`src/rtl/gcd_pkg.sv`:
```
// Shared definitions for the GCD engine: state encoding and default operand width.
package gcd_pkg;

  localparam int GCD_WIDTH = 8;

  localparam logic [1:0] ST_IDLE    = 2'd0;
  localparam logic [1:0] ST_WAIT_B  = 2'd1;
  localparam logic [1:0] ST_COMPUTE = 2'd2;
  localparam logic [1:0] ST_DONE    = 2'd3;

  typedef enum logic [1:0] {
    S_IDLE    = ST_IDLE,
    S_WAIT_B  = ST_WAIT_B,
    S_COMPUTE = ST_COMPUTE,
    S_DONE    = ST_DONE
  } gcd_state_e;

endpackage

```
`src/rtl/gcd_datapath.sv`:
```
// Operand registers, compare/subtract step, result register and saturating
// subtraction counter for the GCD engine.
module gcd_datapath
  import gcd_pkg::*;
#(
  parameter int WIDTH = GCD_WIDTH
) (
  input  logic             CLOCK,
  input  logic             RESET,
  input  logic             clr,
  input  logic             load_a,
  input  logic             load_b,
  input  logic             step,
  input  logic             latch_out,
  input  logic             latch_or,
  input  logic [WIDTH-1:0] din,
  output logic             a_zero,
  output logic             din_zero,
  output logic             a_eq_b,
  output logic [WIDTH-1:0] result,
  output logic [WIDTH-1:0] iter
);

  logic [WIDTH-1:0] a;
  logic [WIDTH-1:0] b;

  always_ff @(posedge CLOCK or negedge RESET) begin
    if (!RESET) begin
      a      <= '0;
      b      <= '0;
      result <= '0;
      iter   <= '0;
    end else if (clr) begin
      a      <= '0;
      b      <= '0;
      result <= '0;
      iter   <= '0;
    end else begin
      if (load_a) begin
        a    <= din;
        iter <= '0;
      end
      if (load_b)
        b <= din;
      // only the larger operand is reduced, so the subtraction never underflows
      if (step) begin
        if (a > b) begin
          a <= a - b;
          if (iter != '1) iter <= iter + WIDTH'(1);
        end else if (b > a) begin
          b <= b - a;
          if (iter != '1) iter <= iter + WIDTH'(1);
        end
      end
      if (latch_out)
        result <= latch_or ? (a | din) : a;
    end
  end

  assign a_zero   = (a == '0);
  assign din_zero = (din == '0);
  assign a_eq_b   = (a == b);

endmodule

```
`src/rtl/gcd_engine.sv`:
```
// GCD engine top: Enter edge detect, sequencing FSM and zero-operand flag
// around the subtract-based datapath.
//
// state     | meaning
// ----------+--------------------------------------------------
// S_IDLE    | waiting for first operand (A)
// S_WAIT_B  | A captured, waiting for second operand (B)
// S_COMPUTE | one subtraction per cycle until A == B
// S_DONE    | Halt high, result valid; next Enter starts a new A
module gcd_engine
  import gcd_pkg::*;
#(
  parameter int WIDTH = GCD_WIDTH,
  parameter int ST_W  = 3
) (
  input  logic             CLOCK,
  input  logic             RESET,
  input  logic             Init,
  input  logic             Enter,
  input  logic [WIDTH-1:0] Input,
  output logic             Halt,
  output logic [WIDTH-1:0] Output,
  output logic             Busy,
  output logic [WIDTH-1:0] Iter,
  output logic             ZeroErr,
  output logic [ST_W-1:0]  State
);

  gcd_state_e state, state_nx;
  logic       enter_q;
  logic       ent_pulse;
  logic       zero_err;
  logic       load_a, load_b, step, latch_out, latch_or, set_zero;
  logic       a_zero, din_zero, a_eq_b;

  always_ff @(posedge CLOCK or negedge RESET) begin
    if (!RESET)    enter_q <= 1'b0;
    else if (Init) enter_q <= 1'b0;
    else           enter_q <= Enter;
  end

  // Init discards any coincident strobe
  assign ent_pulse = Enter & ~enter_q & ~Init;

  always_ff @(posedge CLOCK or negedge RESET) begin
    if (!RESET)    state <= S_IDLE;
    else if (Init) state <= S_IDLE;
    else           state <= state_nx;
  end

  always_ff @(posedge CLOCK or negedge RESET) begin
    if (!RESET)        zero_err <= 1'b0;
    else if (Init)     zero_err <= 1'b0;
    else if (load_a)   zero_err <= 1'b0;
    else if (set_zero) zero_err <= a_zero & din_zero;
  end

  always_comb begin
    state_nx  = state;
    load_a    = 1'b0;
    load_b    = 1'b0;
    step      = 1'b0;
    latch_out = 1'b0;
    latch_or  = 1'b0;
    set_zero  = 1'b0;
    case (state)
      S_IDLE, S_DONE: begin
        if (ent_pulse) begin
          load_a   = 1'b1;
          state_nx = S_WAIT_B;
        end
      end
      S_WAIT_B: begin
        if (ent_pulse) begin
          load_b = 1'b1;
          if (a_zero || din_zero) begin
            latch_out = 1'b1;
            latch_or  = 1'b1;
            set_zero  = 1'b1;
            state_nx  = S_DONE;
          end else begin
            state_nx = S_COMPUTE;
          end
        end
      end
      S_COMPUTE: begin
        if (a_eq_b) begin
          latch_out = 1'b1;
          state_nx  = S_DONE;
        end else begin
          step = 1'b1;
        end
      end
      default: state_nx = S_IDLE;
    endcase
  end

  gcd_datapath #(.WIDTH(WIDTH)) u_datapath (
    .CLOCK     (CLOCK),
    .RESET     (RESET),
    .clr       (Init),
    .load_a    (load_a),
    .load_b    (load_b),
    .step      (step),
    .latch_out (latch_out),
    .latch_or  (latch_or),
    .din       (Input),
    .a_zero    (a_zero),
    .din_zero  (din_zero),
    .a_eq_b    (a_eq_b),
    .result    (Output),
    .iter      (Iter)
  );

  assign Halt    = (state == S_DONE);
  assign Busy    = (state == S_COMPUTE);
  assign ZeroErr = zero_err;
  assign State   = ST_W'(state);

endmodule

```
`config.mk`:
```
export PLATFORM = sky130hd
export DESIGN_NAME = gcd_engine
export DESIGN_NICKNAME = d
export VERILOG_FILES = /design/src/rtl/gcd_pkg.sv /design/src/rtl/gcd_datapath.sv /design/src/rtl/gcd_engine.sv
export SDC_FILE = /design/constraint.sdc
export NUM_CORES = 1
export LEC_CHECK = 0
export ABC_AREA = 1
export ABC_CLOCK_PERIOD_IN_PS = 2730
export CORE_MARGIN = 1.5
export CORE_UTILIZATION = 50
export DETAILED_ROUTE_END_ITERATION = 16
export MAX_ROUTING_LAYER = met4
export PLACE_DENSITY = 0.72
export SYNTH_ARGS = -nofsm -noshare
export SYNTH_HDL_FRONTEND = slang
export SYNTH_SLANG_ARGS = --single-unit
```
`constraint.sdc`:
```
create_clock -name CLOCK -period 2.73 [get_ports CLOCK]
set_clock_uncertainty 0.05 [all_clocks]
set_input_delay 0.4095 -clock CLOCK [delete_from_list [all_inputs] [get_ports CLOCK]]
set_output_delay 0.4095 -clock CLOCK [all_outputs]
set_load 0.02 [all_outputs]
```
# [Yosys cells after proc, flatten, opt, wreduce, memory -nomap -nowiden]
# Index checks and enable logic that the tools add are counted.
[word_totals] ff_bits=36 inputBits=12
[op_classes] add_sub_neg=3 n_lt_le_gt_ge=2 n_eq_ne=8 muxes=38 bitwise_logic=6 n_reduce_logical=8
[ops] op="8-bit two-way mux" count=18
[ops] op="8-bit > comparator" count=2
[ops] op="8-bit zero test" count=2
[ops] op="8-bit subtractor" count=2
[ops] op="1-bit two-way mux" count=14
[ops] op="8-bit by 1-bit adder with 8-bit output, second input constant" count=1
[ops] op="8-bit equality test" count=1
[ops] op="2-bit two-way mux" count=4
[ops] op="8-bit != test, second input constant" count=1
[ops] op="8-bit bitwise OR" count=1
[ops] op="3-bit != test, second input constant" count=2
[ops] op="2-bit one-hot mux with 3 select lines" count=1
[ops] op="2-bit equality test, second input constant" count=2
[ops] op="1-bit AND" count=3
[ops] op="3-bit by 2-bit != test with 1-bit output, second input constant" count=1
[ops] op="3-bit AND reduction" count=1
[ops] op="3-bit nonzero test" count=1
[ops] op="2-bit by 1-bit equality test with 1-bit output, second input constant" count=1
[ops] op="2-bit zero test" count=1
[ops] op="1-bit NOT" count=2
[ops] op="1-bit one-hot mux with 2 select lines" count=1
[ops] op="2-bit nonzero test" count=1
[ops] op="2-bit OR reduction" count=1
[ops] op="1-bit logical OR" count=1

# [Longest topological paths before layout]
[logic_depth] word_depth=11 ltp_mapped=15 mapped_depth_nobuf=14

# [Modules after synthesis]
# From an unflattened synthesis, not the netlist that was laid out.
[unflattened] hier_cells=402 hier_area_um2=2830.2
[modules_own_cells] module="gcd_datapath" n_inst=1 cells_per_inst=355 area_per_inst_um2=2509.9
[modules_own_cells] module="gcd_engine" n_inst=1 cells_per_inst=47 area_per_inst_um2=320.3

# [Least setup slack after synthesis]
# OpenSTA, ideal clock, no wires.
[synth_path] path_type="register to register" start="reg u_datapath.a[0]" end="reg u_datapath.b[4]" setup_time_ps=119 arrival_time_ps=1836 t_required_ps=2561 setup_slack_ps=725 path_stages_with_launch=14 period_less_slack_ps=2005 path_cell_list="dfrtp_1 -> inv_1 -> ha_1 -> inv_1 -> fa_1 -> nand2_1 -> nand2_1 -> nand3_2 -> nand2_4 -> nor2_8 -> inv_2 -> buf_6 -> a21oi_1 -> nor2_1"
[synth_via] elab_chain_len=5 word_cells_on_any_way=10 classes_between="add/sub: 1; order compare: 2; eq/ne: 1; mux: 6"
[synth_lines] element="from (decl)" line="gcd_datapath.sv:24" source="logic [WIDTH-1:0] a;"
[synth_lines] element="from (signal assigned)" line="gcd_datapath.sv:40" source="a <= din;"
[synth_lines] element="from (signal assigned)" line="gcd_datapath.sv:48" source="a <= a - b;"
[synth_lines] element="8-bit subtractor, or another cell as far along" line="gcd_datapath.sv:51" source="b <= b - a;"
[synth_lines] element="8-bit two-way mux / 1-bit two-way mux (equally long branches)" line="gcd_datapath.sv:50, gcd_engine.sv:87"
[synth_lines] element="8-bit two-way mux / 1-bit two-way mux (equally long branches)" line="gcd_datapath.sv:47, gcd_engine.sv:66"
[synth_lines] element="8-bit two-way mux *" line="gcd_datapath.sv:46" source="if (step) begin"
[synth_lines] element="8-bit two-way mux *" line="gcd_datapath.sv:33" source="end else if (clr) begin"
[synth_lines] element="to (signal assigned)" line="gcd_datapath.sv:44" source="b <= din;"
[synth_lines] element="to (signal assigned)" line="gcd_datapath.sv:51"
[synth_lines] element="to (decl)" line="gcd_datapath.sv:25" source="logic [WIDTH-1:0] b;"
# Every way passes the cells marked *; elsewhere a longest branch is shown, timed or not.
# A chain may end at the register's enable or synchronous reset.

# [Final worst setup path]
[layout_path] start="reg u_datapath.a[0]" end="reg u_datapath.iter[7]"
[layout_via] elab_chain_len=5 word_cells_on_any_way=9 classes_between="order compare: 2; eq/ne: 1; mux: 6"
[layout_lines] element="8-bit > comparator / 8-bit equality test (equally long branches)" line="gcd_datapath.sv:50, gcd_datapath.sv:62"
[layout_lines] element="8-bit two-way mux / 1-bit two-way mux (equally long branches)" line="gcd_datapath.sv:50, gcd_engine.sv:87"
[layout_lines] element="8-bit two-way mux / 1-bit two-way mux (equally long branches)" line="gcd_datapath.sv:47, gcd_engine.sv:66"
[layout_lines] element="8-bit two-way mux *" line="gcd_datapath.sv:46"
[layout_lines] element="8-bit two-way mux *" line="gcd_datapath.sv:33"
[layout_lines] element="to (signal assigned)" line="gcd_datapath.sv:49" source="if (iter != '1) iter <= iter + WIDTH'(1);"
[layout_lines] element="to (signal assigned)" line="gcd_datapath.sv:52" source="if (iter != '1) iter <= iter + WIDTH'(1);"
[layout_lines] element="to (decl)" line="gcd_datapath.sv:21" source="output logic [WIDTH-1:0] iter"
# Marks and branches as above.

==> summary by stage <==
Power
The analysis attributes to cell leakage a power of 1.870 nW. The power per unit of standard cell area is 1148 mW/mm^2. The largest voltage drop on the vdd net is 0.4761 mV.

The completed layout was analyzed and its total power is 3.933 mW.

Placement
The weighted congestion at the end of routability-driven global placement is roughly 0.90. During placement, the flow inserted port buffers numbering 32. The number of instances in the placed design is 538. The post-DP HPWL is 5767 um.

Routing
In the detailed route, the total length drawn on met2 is 3542 um. The via total after detailed routing is 2863. The detailed-route wire length per cell is approximately 14 um. The post-route antenna net violation count is 0.

The via count normalized by instance count is 5.244. The count of routing violations after the opening detailed-route iteration is 166. For this block, wires on met1 add up to 3483 um. The first detailed-routing pass took 5 iterations.

The total wirelength of the detailed-routed design is approximately 7600 um. The topmost layer with routed signal wires is met4. The routed design uses 468 um of met3 wire. For this run, design rule violations remaining after detail routing come to 0.

Yosys
Yosys mapped the design onto 39 distinct sky130hd cell types. In the post-synthesis netlist, the biggest area contributors are dfrtp_1, nand2_1, ha_1. The post-synthesis cell count is approximately 440. The share of the Yosys chip area taken by registers is 0.3039. The post-synth net total is 477. Among all flip-flop cells after synthesis, the most frequent one is dfrtp_1. The mapped netlist covers 0.002964 mm^2. The simple-gate share of the synthesized area is 0.3613. The largest area contributor in the synthesized netlist is dfrtp_1.

The multiplexer share of the synthesized area is 0. After synthesis, the largest family of logic cells by area is simple AND/OR/NAND/NOR gates. The share of the synthesized area in compound gates (AO/OA/AOI/OAI) is 0.1131. By count the netlist is led by nand2_1, inv_1, nor2_1. After synthesis the netlist holds a flip-flop and latch count of 36. The adder-cell share of the synthesized area is 0.09793. The xor and xnor area share after synthesis is 0.01477.

The count of yosys warnings during synthesis is 0. The share of async-settable or async-resettable flops after synthesis is 1.000. In this run the mean area of a mapped cell was 6.691 um^2. The library cell with the highest instance count after synthesis is nand2_1.

The synthesized design contains 0 enable-type register cells. Of the post-synthesis cell area, the dominant cell type holds 0.3039.

Job
Max-cap violations in this run came to 0.

Layout
The area of the multi-input gates is 0.001744 mm^2. The finished layout holds 546 standard cells, fillers aside. The number of antenna diodes is 0. Counting the fill cells in the layout gives 564. The net total in the final layout is between 500 and 600. The area growth from synthesis to layout is 15.62%. The ratio of cells with drive above 1 in the final layout is 0.07595.

The area used by sequential logic in the layout is ~900 um^2.

Worst setup path
STA classifies the critical path endpoint as a flop. The largest single stage delay on the critical path is roughly 0.47 ns. The critical path data required time is approximately 2.9 ns. Tracing the worst setup path back leads to its startpoint at u_datapath.a[0]$_DFF_PN0_. The worst register-to-register path ends at u_datapath.iter[7]$_DFF_PN0_.

The signal on the critical path passes through inv_1 > ha_1 > inv_1 > fa_1 > nand2_1 > nand2_1 > nand3_2 > nand2_4 > nand2_2 > nand2_2 > nand2_2 > nand2_1 > nand2_1 > nor2_1. The startpoint identified for the worst register-to-register timing path is u_datapath.a[0]$_DFF_PN0_. The data arrival time at the worst-slack endpoint is 2.52 ns. The highest net fanout along the worst path is 11. The critical path startpoint category is a flop. The worst reg-to-reg path cell count is 14. The critical path ends at u_datapath.iter[7]$_DFF_PN0_. The slowest stage of the critical path belongs to the cell fa_1. The worst register-to-register path has a setup slack of 0.35 ns.

The cell repeated most along the worst path is nand2_1. The type of the setup path with the least slack is flop to flop.

Clock network
After clock tree synthesis, the repair step resized 0 gates. The clock tree from TritonCTS is done. The root buffer selected by CTS is clkbuf_8.

The later pin in the worst-skew pair is clocked with a latency of 0.30 ns. Counting along the longest clock path gives a buffer depth of 2. The number of setup buffers added after CTS is 0. The clock drives 36 sinks. The deepest level of the CTS H-tree is 2. Clock-pin slew was measured on the worst setup and hold paths at 0.08 ns.

The number of clock buffers inserted by TritonCTS is 5. After clock tree synthesis, the flow added hold-fix buffers numbering 0.

STA
The transition time at the pin with the least slew margin is 0.8487 ns. The max-slew violation total from the final report is 0. Setup repair after global routing left no endpoint under its margin. The summed negative setup slack over all endpoints is 0 ns. Headroom to the max-slew limit came out at 0.4342. Timing would allow up to 0.4208 GHz. Setup violations remaining at the end of the flow were counted as 0. Of the available clock period, the critical path in the final layout requires 0.8704. The number of hold-slack violations in the final timing report is 0.

The shortest clock period the worst path allows after layout is ~2.4 ns.

GRT
The first global-routing pass estimated about 13000 um of wire. The number of global-route vias before repair is 2780. After global routing the overflow that remains totals 0. The number of antenna violations at the first check in global routing is 0. The global routing usage summed across all routing layers is 0.2676. The maximum number of pins on one net before global-route repair is 37.

Die
Pin placement for this block handled 34 I/O pins. The number of placement rows is 27. Measured along the y axis, the die boundary spans between 70 and 80 um.

The initial core utilization is 0.5286. The placeable core region is 0.005608 mm^2. The floorplan step set the die width to 80.00 um. The die area is 0.006399 mm^2.

Run status
The flow ran to the end, and the final reports show no timing, DRC or antenna violations.

Min path
The class of the worst hold path is primary input to asynchronous set/reset pin.
-- kinds of logic (layout without fill, tap and decap cells) --
kind of cell,Yosys count,count (layout)
AO/OA/AOI/OAI,63,63
XOR/XNOR,5,5
adder cells (fa/ha/maj),22,22
buffers and inverters,75,106
flip-flops,36,36
other,1,1
AND/OR/NAND/NOR,241,241
-- cell usage in the layout, fill, tap and decap left out, types with 5 or more instances in the layout --
| cell type | Yosys | final |
|---|---|---|
| nand2_1 | 119 | 119 |
| inv_1 | 57 | 57 |
| nor2_1 | 51 | 51 |
| nand3_1 | 38 | 38 |
| dfrtp_1 | 36 | 36 |
| clkdlybuf4s50_1 | 0 | 31 |
| a21oi_1 | 28 | 28 |
| o21ai_0 | 20 | 20 |
| ha_1 | 20 | 20 |
| nand2_2 | 8 | 8 |
| o21ai_1 | 7 | 7 |
| clkbuf_8 | 0 | 5 |
| buf_4 | 1 | 5 |
-- per-stage QoR --
step / setup slack, ns / utilization / hold WS [ns] / area [um^2]
after global placement: 0.4661 / 0.5919 / 0.4383 / 3319
after CTS: 0.3603 / 0.6111 / 0.1919 / 3427
final: 0.3538 / 0.6111 / 0.1604 / 3427
after global routing: 0.1387 / 0.6111 / 0.2281 / 3427
after detailed placement: 0.3779 / 0.5919 / 0.4418 / 3319
after floorplan: 0.7254 / - / 0.06391 / 2964
-- cell type report --
cell class	instances	share of cell area
tap	72	0.02629
timing repair buffer	37	0.1030
clock buffer	6	0.02118
multi-input combinational	332	0.5089
clock inverter	2	0.01022
sequential	36	0.2629
inverter	61	0.06754
-- worst max-delay path: cells and delay by family, from the launching register on --
family                   cells  cell delay [ns]
adder cells (fa/ha/maj)      2             0.62
buffers and inverters        2             0.16
flip-flops                   1             0.40
AND/OR/NAND/NOR             10             1.05
-- worst min-delay path by stage --
stage                                      from                                to  slack [ns]
2_1_floorplan                             RESET               ZeroErr$_DFFE_PN0P_        0.06
6_report                                  RESET         u_datapath.b[6]$_DFF_PN0_        0.16
4_1_cts                                   RESET         u_datapath.b[4]$_DFF_PN0_        0.19
3_3_place_gp   u_datapath.result[5]$_DFFE_PN0P_  u_datapath.result[5]$_DFFE_PN0P_        0.44
5_1_grt                                   RESET         u_datapath.b[4]$_DFF_PN0_        0.23
3_5_place_dp   u_datapath.result[0]$_DFFE_PN0P_  u_datapath.result[0]$_DFFE_PN0P_        0.44
-- metal layers --
metal / global-route usage / up-vias
li1: - / 1458
met1: 0.3442 / 1307
met2: 0.4269 / 87
met3: 0.05143 / 11
met4: 0.08103 / 0
met5: - / -
-- sequential cells by signal, indices dropped and copies added, names as in the netlist --
name               cells
enter_q                1
u_datapath.b           8
state                  2
u_datapath.a           8
u_datapath.iter        8
u_datapath.result      8
ZeroErr                1
-- power breakdown --
part           total (mW)  switching [mW]  internal (mW)  leakage (nW)
registers           0.797           0.135          0.662         0.495
clock network       0.480           0.209          0.271        0.0552
logic                2.66            1.73          0.922          1.32
(Power assumes the default switching activity.)
